==> src/rtl/sprite_pkg.sv <==
// sprite_pkg
//   Shared types and constants for the sprite motion controller:
//   FSM state encoding, screen/sprite geometry, coordinate widths.
package sprite_pkg;

  localparam int SCREEN_W  = 640;
  localparam int SCREEN_H  = 480;
  localparam int SPRITE_W  = 64;
  localparam int SPRITE_H  = 32;

  // Largest top-left coordinate that keeps the whole sprite on screen.
  localparam int DEF_MAX_X = SCREEN_W - SPRITE_W;
  localparam int DEF_MAX_Y = SCREEN_H - SPRITE_H;

  localparam int COORD_W   = 10;
  // One extra bit so pos + speed never wraps before the wall compare.
  localparam int WIDE_W    = 11;

  typedef logic [COORD_W-1:0] coord_t;
  typedef logic [WIDE_W-1:0]  wide_t;

  typedef enum logic [1:0] {
    IDLE   = 2'd0,
    STEP_X = 2'd1,
    STEP_Y = 2'd2,
    COMMIT = 2'd3
  } state_e;

endpackage

==> src/rtl/sprite_motion_ctrl_if.sv <==
// sprite_motion_ctrl_if
//   Bundles the frame-tick/control inputs and the committed sprite state
//   outputs of sprite_motion_ctrl.
//   master: drives frame_tick, pause, speed; observes the outputs.
//   slave : the controller itself.
interface sprite_motion_ctrl_if;
  import sprite_pkg::*;

  logic        frame_tick;
  logic        pause;
  logic [2:0]  speed;
  coord_t      sprite_x;
  coord_t      sprite_y;
  logic        dir_x;
  logic        dir_y;
  logic [3:0]  scene;
  logic        bounce;
  logic        corner;
  logic [15:0] frame_count;
  logic        busy;
  logic        tick_drop;

  modport master (
    output frame_tick, pause, speed,
    input  sprite_x, sprite_y, dir_x, dir_y, scene, bounce, corner,
           frame_count, busy, tick_drop
  );

  modport slave (
    input  frame_tick, pause, speed,
    output sprite_x, sprite_y, dir_x, dir_y, scene, bounce, corner,
           frame_count, busy, tick_drop
  );

endinterface

==> src/rtl/sprite_axis_step.sv <==
// sprite_axis_step
//   Combinational bounded step of one axis.
//   pos/dir/max_pos : current coordinate, direction (1 = increasing), wall
//   speed/pause     : step size 0..7 and freeze flag
//   npos/ndir/hit   : next coordinate, next direction, wall-hit flag
module sprite_axis_step
  import sprite_pkg::*;
(
  input  coord_t     pos,
  input  logic       dir,
  input  coord_t     max_pos,
  input  logic [2:0] speed,
  input  logic       pause,
  output coord_t     npos,
  output logic       ndir,
  output logic       hit
);

  wide_t pos_w;
  wide_t spd_w;
  wide_t max_w;
  wide_t sum_w;

  // Clamp-and-reflect step; compares done at 11 bits so nothing wraps.
  always_comb begin
    pos_w = {1'b0, pos};
    spd_w = {8'd0, speed};
    max_w = {1'b0, max_pos};
    sum_w = pos_w + spd_w;
    npos  = pos;
    ndir  = dir;
    hit   = 1'b0;
    if (pause || (speed == 3'd0)) begin
      npos = pos;
    end else if (dir) begin
      if (sum_w >= max_w) begin
        npos = max_pos;
        ndir = 1'b0;
        hit  = 1'b1;
      end else begin
        npos = sum_w[COORD_W-1:0];
      end
    end else begin
      if (pos_w <= spd_w) begin
        npos = '0;
        ndir = 1'b1;
        hit  = 1'b1;
      end else begin
        npos = pos - {7'd0, speed};
      end
    end
  end

endmodule

==> src/rtl/sprite_motion_ctrl.sv <==
// sprite_motion_ctrl
//   Once per frame_tick, steps X then Y through one shared sprite_axis_step
//   into shadow registers, then commits both axes, directions, scene and
//   frame counter on a single edge so the renderer never sees a half update.
//   clk, rst_n : single clock, async active-low reset
//   bus        : frame_tick/pause/speed in; committed sprite state out
module sprite_motion_ctrl #(
  parameter int MAX_X  = sprite_pkg::DEF_MAX_X,
  parameter int MAX_Y  = sprite_pkg::DEF_MAX_Y,
  parameter int INIT_X = 50,   // 0 <= INIT_X <= MAX_X
  parameter int INIT_Y = 50    // 0 <= INIT_Y <= MAX_Y
) (
  input  logic                clk,
  input  logic                rst_n,
  sprite_motion_ctrl_if.slave bus
);
  import sprite_pkg::*;

  localparam coord_t MaxXC  = coord_t'(MAX_X);
  localparam coord_t MaxYC  = coord_t'(MAX_Y);
  localparam coord_t InitXC = coord_t'(INIT_X);
  localparam coord_t InitYC = coord_t'(INIT_Y);

  state_e      state_q, state_d;
  logic [2:0]  speed_q, speed_d;
  logic        pause_q, pause_d;
  coord_t      nx_q, nx_d, ny_q, ny_d;
  logic        ndx_q, ndx_d, ndy_q, ndy_d;
  logic        hit_x_q, hit_x_d, hit_y_q, hit_y_d;
  coord_t      x_q, x_d, y_q, y_d;
  logic        dir_x_q, dir_x_d, dir_y_q, dir_y_d;
  logic [3:0]  scene_q, scene_d;
  logic        bounce_q, bounce_d, corner_q, corner_d;
  logic [15:0] frame_count_q, frame_count_d;
  logic        busy_q, busy_d;
  logic        tick_drop_q, tick_drop_d;

  coord_t      step_pos_s, step_max_s, step_npos_s;
  logic        step_dir_s, step_ndir_s, step_hit_s;

  // Time-multiplex the shared stepper: Y operands only during STEP_Y.
  always_comb begin
    if (state_q == STEP_Y) begin
      step_pos_s = y_q;
      step_dir_s = dir_y_q;
      step_max_s = MaxYC;
    end else begin
      step_pos_s = x_q;
      step_dir_s = dir_x_q;
      step_max_s = MaxXC;
    end
  end

  sprite_axis_step u_step (
    .pos     (step_pos_s),
    .dir     (step_dir_s),
    .max_pos (step_max_s),
    .speed   (speed_q),
    .pause   (pause_q),
    .npos    (step_npos_s),
    .ndir    (step_ndir_s),
    .hit     (step_hit_s)
  );

  // Next-state and next-output logic for the per-frame update sequence.
  always_comb begin
    state_d       = state_q;
    speed_d       = speed_q;
    pause_d       = pause_q;
    nx_d          = nx_q;
    ndx_d         = ndx_q;
    hit_x_d       = hit_x_q;
    ny_d          = ny_q;
    ndy_d         = ndy_q;
    hit_y_d       = hit_y_q;
    x_d           = x_q;
    y_d           = y_q;
    dir_x_d       = dir_x_q;
    dir_y_d       = dir_y_q;
    scene_d       = scene_q;
    frame_count_d = frame_count_q;
    bounce_d      = 1'b0;
    corner_d      = 1'b0;
    // A tick arriving mid-update is dropped, never restarts the update.
    tick_drop_d   = bus.frame_tick && (state_q != IDLE);
    case (state_q)
      IDLE: begin
        if (bus.frame_tick) begin
          state_d = STEP_X;
          speed_d = bus.speed;
          pause_d = bus.pause;
        end else begin
          state_d = IDLE;
        end
      end
      STEP_X: begin
        nx_d    = step_npos_s;
        ndx_d   = step_ndir_s;
        hit_x_d = step_hit_s;
        state_d = STEP_Y;
      end
      STEP_Y: begin
        ny_d    = step_npos_s;
        ndy_d   = step_ndir_s;
        hit_y_d = step_hit_s;
        state_d = COMMIT;
      end
      COMMIT: begin
        x_d           = nx_q;
        y_d           = ny_q;
        dir_x_d       = ndx_q;
        dir_y_d       = ndy_q;
        frame_count_d = frame_count_q + 16'd1;
        // A corner hit still advances the scene by exactly one.
        if (hit_x_q || hit_y_q) begin
          scene_d  = scene_q + 4'd1;
          bounce_d = 1'b1;
        end else begin
          scene_d  = scene_q;
        end
        corner_d = hit_x_q && hit_y_q;
        state_d  = IDLE;
      end
      default: begin
        state_d = IDLE;
      end
    endcase
    busy_d = (state_d != IDLE);
  end

  // State, shadow and committed output registers.
  always_ff @(posedge clk or negedge rst_n) begin
    if (!rst_n) begin
      state_q       <= IDLE;
      speed_q       <= 3'd0;
      pause_q       <= 1'b0;
      nx_q          <= '0;
      ndx_q         <= 1'b1;
      hit_x_q       <= 1'b0;
      ny_q          <= '0;
      ndy_q         <= 1'b1;
      hit_y_q       <= 1'b0;
      x_q           <= InitXC;
      y_q           <= InitYC;
      dir_x_q       <= 1'b1;
      dir_y_q       <= 1'b1;
      scene_q       <= 4'd0;
      bounce_q      <= 1'b0;
      corner_q      <= 1'b0;
      frame_count_q <= 16'd0;
      busy_q        <= 1'b0;
      tick_drop_q   <= 1'b0;
    end else begin
      state_q       <= state_d;
      speed_q       <= speed_d;
      pause_q       <= pause_d;
      nx_q          <= nx_d;
      ndx_q         <= ndx_d;
      hit_x_q       <= hit_x_d;
      ny_q          <= ny_d;
      ndy_q         <= ndy_d;
      hit_y_q       <= hit_y_d;
      x_q           <= x_d;
      y_q           <= y_d;
      dir_x_q       <= dir_x_d;
      dir_y_q       <= dir_y_d;
      scene_q       <= scene_d;
      bounce_q      <= bounce_d;
      corner_q      <= corner_d;
      frame_count_q <= frame_count_d;
      busy_q        <= busy_d;
      tick_drop_q   <= tick_drop_d;
    end
  end

  assign bus.sprite_x    = x_q;
  assign bus.sprite_y    = y_q;
  assign bus.dir_x       = dir_x_q;
  assign bus.dir_y       = dir_y_q;
  assign bus.scene       = scene_q;
  assign bus.bounce      = bounce_q;
  assign bus.corner      = corner_q;
  assign bus.frame_count = frame_count_q;
  assign bus.busy        = busy_q;
  assign bus.tick_drop   = tick_drop_q;

endmodule

==> src/flat_wrapper.sv <==
// flat-port wrapper written by rule: the top's interface ports become plain ports
module sprite_motion_ctrl_flat import sprite_pkg::*;
#(
  parameter int MAX_X  = sprite_pkg::DEF_MAX_X,
  parameter int MAX_Y  = sprite_pkg::DEF_MAX_Y,
  parameter int INIT_X = 50,                          
  parameter int INIT_Y = 50                           
)
  (clk, rst_n, bus_frame_tick, bus_pause, bus_speed, bus_sprite_x, bus_sprite_y, bus_dir_x, bus_dir_y, bus_scene, bus_bounce, bus_corner, bus_frame_count, bus_busy, bus_tick_drop);
  sprite_motion_ctrl_if bus_i ();
  input  logic clk;
  input  logic rst_n;
  input wire logic [$bits(bus_i.frame_tick)-1:0] bus_frame_tick;
  input wire logic [$bits(bus_i.pause)-1:0] bus_pause;
  input wire logic [$bits(bus_i.speed)-1:0] bus_speed;
  output wire logic [$bits(bus_i.sprite_x)-1:0] bus_sprite_x;
  output wire logic [$bits(bus_i.sprite_y)-1:0] bus_sprite_y;
  output wire logic [$bits(bus_i.dir_x)-1:0] bus_dir_x;
  output wire logic [$bits(bus_i.dir_y)-1:0] bus_dir_y;
  output wire logic [$bits(bus_i.scene)-1:0] bus_scene;
  output wire logic [$bits(bus_i.bounce)-1:0] bus_bounce;
  output wire logic [$bits(bus_i.corner)-1:0] bus_corner;
  output wire logic [$bits(bus_i.frame_count)-1:0] bus_frame_count;
  output wire logic [$bits(bus_i.busy)-1:0] bus_busy;
  output wire logic [$bits(bus_i.tick_drop)-1:0] bus_tick_drop;
  assign bus_i.frame_tick = bus_frame_tick;
  assign bus_i.pause = bus_pause;
  assign bus_i.speed = bus_speed;
  assign bus_sprite_x = bus_i.sprite_x;
  assign bus_sprite_y = bus_i.sprite_y;
  assign bus_dir_x = bus_i.dir_x;
  assign bus_dir_y = bus_i.dir_y;
  assign bus_scene = bus_i.scene;
  assign bus_bounce = bus_i.bounce;
  assign bus_corner = bus_i.corner;
  assign bus_frame_count = bus_i.frame_count;
  assign bus_busy = bus_i.busy;
  assign bus_tick_drop = bus_i.tick_drop;
  sprite_motion_ctrl #(.MAX_X(MAX_X), .MAX_Y(MAX_Y), .INIT_X(INIT_X), .INIT_Y(INIT_Y)) u_core (.clk(clk), .rst_n(rst_n), .bus(bus_i));
endmodule
==> config.mk <==
export PLATFORM = sky130hd
export DESIGN_NAME = sprite_motion_ctrl_flat
export DESIGN_NICKNAME = d
export VERILOG_FILES = /design/src/rtl/sprite_pkg.sv /design/src/rtl/sprite_motion_ctrl_if.sv /design/src/rtl/sprite_axis_step.sv /design/src/rtl/sprite_motion_ctrl.sv /design/src/flat_wrapper.sv
export SDC_FILE = /design/constraint.sdc
export NUM_CORES = 1
export LEC_CHECK = 0
export CAP_MARGIN = 25
export CORE_MARGIN = 1
export CORE_UTILIZATION = 55
export CTS_BUF_LIST = sky130_fd_sc_hd__clkbuf_16
export DETAILED_ROUTE_END_ITERATION = 16
export PLACE_DENSITY = 0.79
export SYNTH_ARGS = -nofsm -noshare
export SYNTH_HDL_FRONTEND = slang
export SYNTH_SLANG_ARGS = --single-unit
==> constraint.sdc <==
create_clock -name clk -period 6.2 [get_ports clk]
set_input_delay 1.86 -clock clk [delete_from_list [all_inputs] [get_ports clk]]
set_output_delay 1.86 -clock clk [all_outputs]
set_load 0.02 [all_outputs]
==> results.md, run 1 <==
- CTS tree: built
- Post-DP HPWL: around 6500 um
- Cell Chain, Critical Path: inv_1, ha_1, buf_4, mux2i_1, inv_1, ha_1, or3b_2, a31oi_1, nand2_1, xor2_1, ha_1, a21o_1, a21o_1, a41oi_1, nand3_1, or2_2, a31oi_1
- Met1 Use GR: 35.8%
- Total gr overflow: 0
- Syn. warnings: 0
- Tightest Pin Transition: ~0.96 ns
- Routed Antenna Nets: 0
- CTS resizes: 0
- Final Skew: 0.00613 ns
- Worst ir drop on vdd: 0.000391 V
- Hold path startpoint: u_core.bus.frame_count[15]
- Vias in the first global route: between 2000 and 3000
- Clk slew on worst S/H paths: about 0.06 ns
- H-tree depth: 3
- Slew Limit Fails: 0
- R2r setup slk: 1.42 ns
- DR pass1 iterations: 4
- Commonest non-fill, non-tap cell in the layout: dfrtp_1
- Root Buffer: clkbuf_16
- Crit Path Class: flop to flop
- Fin crit period: ~4.8 ns
- Final period utilization: 77.1%
- Worst setup margin: approximately 1.4 ns
- CP startpoint: u_core.state_q[0]
- FP Rows: 31
- # DRC: 0
- Post-CTS Setup Bufs: 0
- TritonCTS Buffers: 9
- First-pass GRT wire length: around 15000 um
- Synth top area share: between 30% and 40%
- Post-synthesis sequential area ratio: 46.2%
- Count of final hold-check violations: 0
- Main synth FF type: dfrtp_1
- Net count after synthesis: between 400 and 500
- Die Area: 7890 sq um
- CP peak stage delay: between 0.4 and 0.5 ns
- Min-Delay Endpoint: u_core.bus.frame_count[15]
- Clk_lat worst skew: about 0.34 ns
- Post-Syn Area: approximately 4100 sq um
- DP Worst Slack: approximately 1.5 ns
- Status: complete, no violations
- Area Overhead vs Synth: 21.4%
- CP max stage cell: mux2i_1
- Num ports: 53
- Final Power: between 3 and 4 mW
- Gpl congestion: between 0.9 and 1
- Worst-path fanout max: 18
- WHS Path Cells: 1
- Worst rel slew slack: 35.8%
- DRT iter0 DRCs: 164
- Setup Viol. Count Final: 0
- Met3 usage: 4.38%
- Synth Register Bits: between 70 and 80
- Max Clk Rate: 0.209 GHz
- Antenna cells: 0
- Reg area: between 1500 and 2000 sq um
- Cell variety after synth: 57
- Routed Wire Length: ~9300 um
- Synth top area cells: dfrtp_1, mux2_2, dfstp_2
- Initial Util: 57.1%
- Max-cap violations: 0
- I/O Buffers: 52
- Final cell count without fillers: between 500 and 600
- Vias after detailed routing: roughly 3200
- RR Endpoint: u_core.ny_q[1]
- Bufs on Longest Clock Path: 2
- Ys async rst share: 100%
- Setup TNS: 0 ns
- CTS Sinks: 76
- Worst Setup End Kind: flop
- Design Area, Final: about 5000 sq um
- Die Ht: approximately 89 um
- Crit-path most repeated cell: ha_1
- Worst reg2reg path depth: 17
- Area after DPL: about 4700 sq um
- Pwr/cell area: 632 nW/um^2
- CP top delay family: simple AND/OR/NAND/NOR gates
- CTS Hold Bufs: 0
- Vias per inst: slightly below 6
- Hold Crit Class: flop to flop
- Fillers: between 500 and 600
- Bufs and invs on worst path: 3
- Multi-input gate area: between 2000 and 2500 sq um
- Top Usage Layer GRT: met2
- Largest net degree at the start of global routing: 77
- All-layer global routing usage: between 20% and 30%
- Most frequent cells in the layout: dfrtp_1, clkdlybuf4s50_1, mux2_2
- GRT met2 Usage: 38.7%
- Unrepaired setup endpoints after global routing: false
- Die Wd: roughly 89 um
- Placed cell count: around 520
- Core box area: 7250 sq um
- CP arrival: between 5 and 6 ns
- Startpoint types: flop
- Area leader, netlist: dfrtp_1
- Final #Nets: ~460
- Cells after Synth: 380
- Worst reg2reg path startpoint: u_core.state_q[0]
- Wirelength per Cell: 17.3 um
- Fraction of layout cells with a size suffix above 1: 18.4%
- EDFF count, synth: 0
- Avg Cell Area, Syn: about 11 sq um
- Initial antenna violation count: 0
- Leak: 2.10 nW
- Critical Path RT: roughly 6.5 ns
## synthesized netlist by cell type (6+ instances only)
library cell / instances
dfrtp_1: 66
ha_1: 16
o21ai_0: 13
inv_1: 12
xor2_1: 12
clkbuf_1: 10
dfstp_2: 10
nand4_1: 6
nand2_1: 22
nor2_1: 22
a21oi_1: 15
nand3_1: 15
a31oi_1: 11
xnor2_1: 18
mux2_2: 35
## worst register-to-register path, cell delays in order (launching register included)
cell	delay, ns
dfrtp_1	0.40
inv_1	0.09
ha_1	0.14
buf_4	0.24
mux2i_1	0.47
inv_1	0.14
ha_1	0.33
or3b_2	0.47
a31oi_1	0.31
nand2_1	0.11
xor2_1	0.18
ha_1	0.24
a21o_1	0.18
a21o_1	0.17
a41oi_1	0.39
nand3_1	0.30
or2_2	0.37
a31oi_1	0.16
## registers in the layout, indices dropped and copies added, names as in the netlist, 2 cells and up
signal                  cells
u_core.bus.scene            4
u_core.ny_q                10
u_core.bus.sprite_y        10
u_core.bus.sprite_x        10
u_core.state_q              2
u_core.nx_q                10
u_core.bus.frame_count     16
u_core.speed_q              3
## power by group
group | internal [mW] | switching [mW] | total, mW
logic | 0.779 | 0.984 | 1.76
clock network | 0.314 | 0.210 | 0.523
registers | 0.708 | 0.185 | 0.894
## area by class of cell
cell class                      instances  share of cell area [%]
Clock buffer                            9                    4.48
Clock inverter                          7                    1.47
Inverter                               12                   0.896
Multi-Input combinational cell        275                    41.7
Sequential cell                        76                    38.1
Tap cell                               99                    2.46
Timing Repair Buffer                   56                    10.9
## worst max path at each step
| stage | slack, ns | cells past startpoint | end |
|---|---|---|---|
| 5_1_grt | 1.05 | 17 | u_core.ny_q[1] |
| 6_report | 1.42 | 17 | u_core.ny_q[1] |
| 2_1_floorplan | 1.58 | 21 | u_core.nx_q[9] |
| 3_5_place_dp | 1.48 | 17 | u_core.nx_q[1] |
| 3_3_place_gp | 1.70 | 17 | u_core.ny_q[1] |
| 4_1_cts | 1.47 | 17 | u_core.ny_q[1] |
## stage by stage
step	util (%)	hold WS (ns)
final	69.3	0.469
after global routing	69.3	0.476
after CTS	69.2	0.474
after detailed placement	65.1	0.466
after global placement	65.1	0.460
after floorplan	-	0.449
## per-layer routing
layer | vias up | part of all wire, %
met5 | - | 0
met4 | 0 | 1.8
li1 | 1485 | -
met3 | 14 | 5.2
met1 | 1577 | 45
met2 | 105 | 48
## cells by family after synthesis
family,Yosys count,share of synthesized area (%)
AO/OA/AOI/OAI,82,14.2
XOR/XNOR,30,6.34
multiplexers,41,11.3
AND/OR/NAND/NOR,104,13.1
adder cells (fa/ha/maj),18,5.80
buffers and inverters,29,3.14
flip-flops,76,46.2
Note: power is estimated with default switching activity, not from simulation.
==> run 2: changes to the inputs <==
CORE_UTILIZATION = 50   (was 55)
PLACE_DENSITY = 0.76   (was 0.79)
clock period = 4 ns   (was 6.2 ns; I/O delays follow)
==> run 2 against run 1 <==
  * Via count up 2.6%
  * Cell count rose by 3.7%
  * Clock power is 72% higher
  * Final area up 7.1%
  * Count of clock-buffer cells in the layout unchanged
  * Hold slack gained 0.010 ns
  * Clock skew grew 0.0011 ns
  * Sequential power rose by 57%
  * Largest cell class unchanged
  * Highest routed layer unchanged
==> results.md, run 2 (synthesis results as in run 1) <==
- Status: complete, no violations
- Largest register FFs: 16 (unchanged)
- Die Ht: 93.0 um (+4.8%)
- FP Rows: 32 (+3.2%)
- Placed cell count: 530 (+2.5%)
- Die Area: 8660 sq um (+9.8%)
- Crit Path Class: flop to flop
- Antenna cells: 0 (unchanged)
- First-pass GRT wire length: 16700 um (+13%)
- CP startpoint: u_core.state_q[0]
- TritonCTS Buffers: 9 (unchanged)
- Root Buffer: clkbuf_16
- DR pass1 iterations: 4 (unchanged)
- Routed length on met2: 5010 um (+13%)
- # DRC: 0 (unchanged)
- Met1 WL: 4600 um (+9.6%)
- Wirelength per Cell: 18.6 um (+7.1%)
- Unrepaired setup endpoints after global routing: true
- Post-DP HPWL: 6890 um (+6.4%)
- Final period utilization: 97.2% (+20 points)
- Bufs on Longest Clock Path: 2 (unchanged)
- Die Wd: 93.0 um (+4.8%)
- Fraction of layout cells with a size suffix above 1: 25.9% (+7.5 points)
- Vias after detailed routing: 3264 (+2.6%)
- Clk slew on worst S/H paths: 0.06 ns (about the same)
- Clk_lat worst skew: 0.33 ns (about the same)
- Final cell count without fillers: 554 (+3.7%)
- Pwr/cell area: 1040 nW/um^2 (+64%)
- Startpoint types: flop
- Critical Path RT: 4.25 ns (-2.21 ns)
- Count of final hold-check violations: 0 (unchanged)
- Top Metal Used: met4
- Worst rel slew slack: 25.4% (-10 points)
- Hold path startpoint: u_core.bus.frame_count[15]
- CP arrival: 4.14 ns (-0.90 ns)
- Slew Limit Fails: 0 (unchanged)
- All-layer global routing usage: 25.5% (+0.15 points)
- Worst-path fanout max: 5 (-13)
- Fin crit period: 3.89 ns (-0.893 ns)
- Worst reg2reg path startpoint: u_core.state_q[0]
- Total gr overflow: 0 (unchanged)
- Final #Nets: 472 (+3.7%)
- I/O Buffers: 52 (unchanged)
- Hold Crit Class: flop to flop
- Gpl congestion: 0.938 (+3.1%)
- Leak: 2.23 nW (+6.2%)
- Initial Util: 52.5% (-4.6 points)
- Core box area: 7890 sq um (+8.7%)
- Most frequent cells in the layout: dfrtp_1, clkdlybuf4s50_1, mux2_2
- Final Skew: 0.00727 ns (+0.00114 ns)
- Setup Viol. Count Final: 0 (unchanged)
- Vias per inst: 5.89 (-1.1%)
- Setup TNS: 0 ns (unchanged)
- Tightest Pin Transition: 1.11 ns (+0.155 ns)
- Worst Setup End Kind: flop
- Routed Antenna Nets: 0 (unchanged)
- Vias in the first global route: 3184 (+9.4%)
- CTS Sinks: 76 (unchanged)
- Commonest non-fill, non-tap cell in the layout: dfrtp_1
- Largest net degree at the start of global routing: 77 (unchanged)
- CTS tree: built
- Num ports: 53 (unchanged)
- Initial antenna violation count: 0 (unchanged)
- Routed Wire Length: 10300 um (+11%)
- Max Clk Rate: 0.257 GHz (+23%)
- Wire length on met3: 592 um (+24%)
- DRT iter0 DRCs: 182 (+11%)
- Max-cap violations: 0 (unchanged)
- Worst ir drop on vdd: 0.000507 V (+30%)
- H-tree depth: 3 (unchanged)
- Area Overhead vs Synth: 30.0%
[run 2: cell types whose count changed in the layout (fill, tap and decap cells not counted), moves of 3 or more]
cell,before,now
o221ai_2,0,3
ha_1,16,13
buf_4,5,20
o221ai_1,4,1
ha_4,0,3
[run 2: stage by stage]
step / power (mW) / util [%] / hold WS (ns) / area (sq um) / worst slack [ns]
2_1_floorplan: 3.48 / - / 0.449 / 4250 / -0.171
3_3_place_gp: 4.30 / 61.9 / 0.461 / 4880 / 0.128
3_5_place_dp: 4.39 / 61.9 / 0.472 / 4880 / -0.0794
4_1_cts: 5.39 / 66.5 / 0.484 / 5250 / 0.0277
5_1_grt: 5.92 / 68.3 / 0.507 / 5390 / -0.0320
6_report: 5.57 / 68.3 / 0.480 / 5390 / 0.111
[run 2: power breakdown]
part	switching, mW	internal (mW)
registers	0.305	1.10
clock network	0.345	0.558
logic	1.74	1.53
[run 2: what timing repair did]
action	CTS	global route
pin swaps	1	9
setup buffers	0	7
endpoints found under the setup margin	16	22
hold endpoints to repair	0	0
gates resized for setup	8	8
hold buffers	0	0
[run 2: final timing paths]
kind,end,depth (start not counted),slack [ns]
max,u_core.ny_q[1],18,0.11
min,u_core.bus.frame_count[15],1,0.48
max reg2reg,u_core.ny_q[1],18,0.11
min reg2reg,u_core.bus.frame_count[15],1,0.48
max in group asynchronous,u_core.bus.sprite_x[4],2,2.76
min in group asynchronous,u_core.bus.sprite_y[7],1,0.65
[run 2: area by class of cell]
class | instances | area [sq um]
multi-input combinational | 275 | 2270
sequential | 76 | 1910
timing repair buffer | 73 | 699
clock inverter | 7 | 105
fill | 594 | 2500
tap | 102 | 128
inverter | 12 | 45.0
clock buffer | 9 | 225
[run 2: critical path: stages, from the launching register on]
cell and delay, ns:
dfrtp_1 0.40, inv_2 0.09, ha_4 0.18, mux2_4 0.19, ha_4 0.13, inv_2 0.04
fa_2 0.37, o21ba_4 0.21, a211o_1 0.31, nor2_1 0.13, xor2_1 0.21, ha_1 0.28
a21o_1 0.16, a21o_1 0.18, a41oi_4 0.25, buf_6 0.14, nand3_4 0.09, or2_4 0.29
a31oi_1 0.15
[run 2: routing by layer]
metal	global-route usage (%)	vias up
met4	7.05	0
met1	35.9	1651
met3	4.88	6
met2	40.4	96
met5	0	-
li1	-	1511
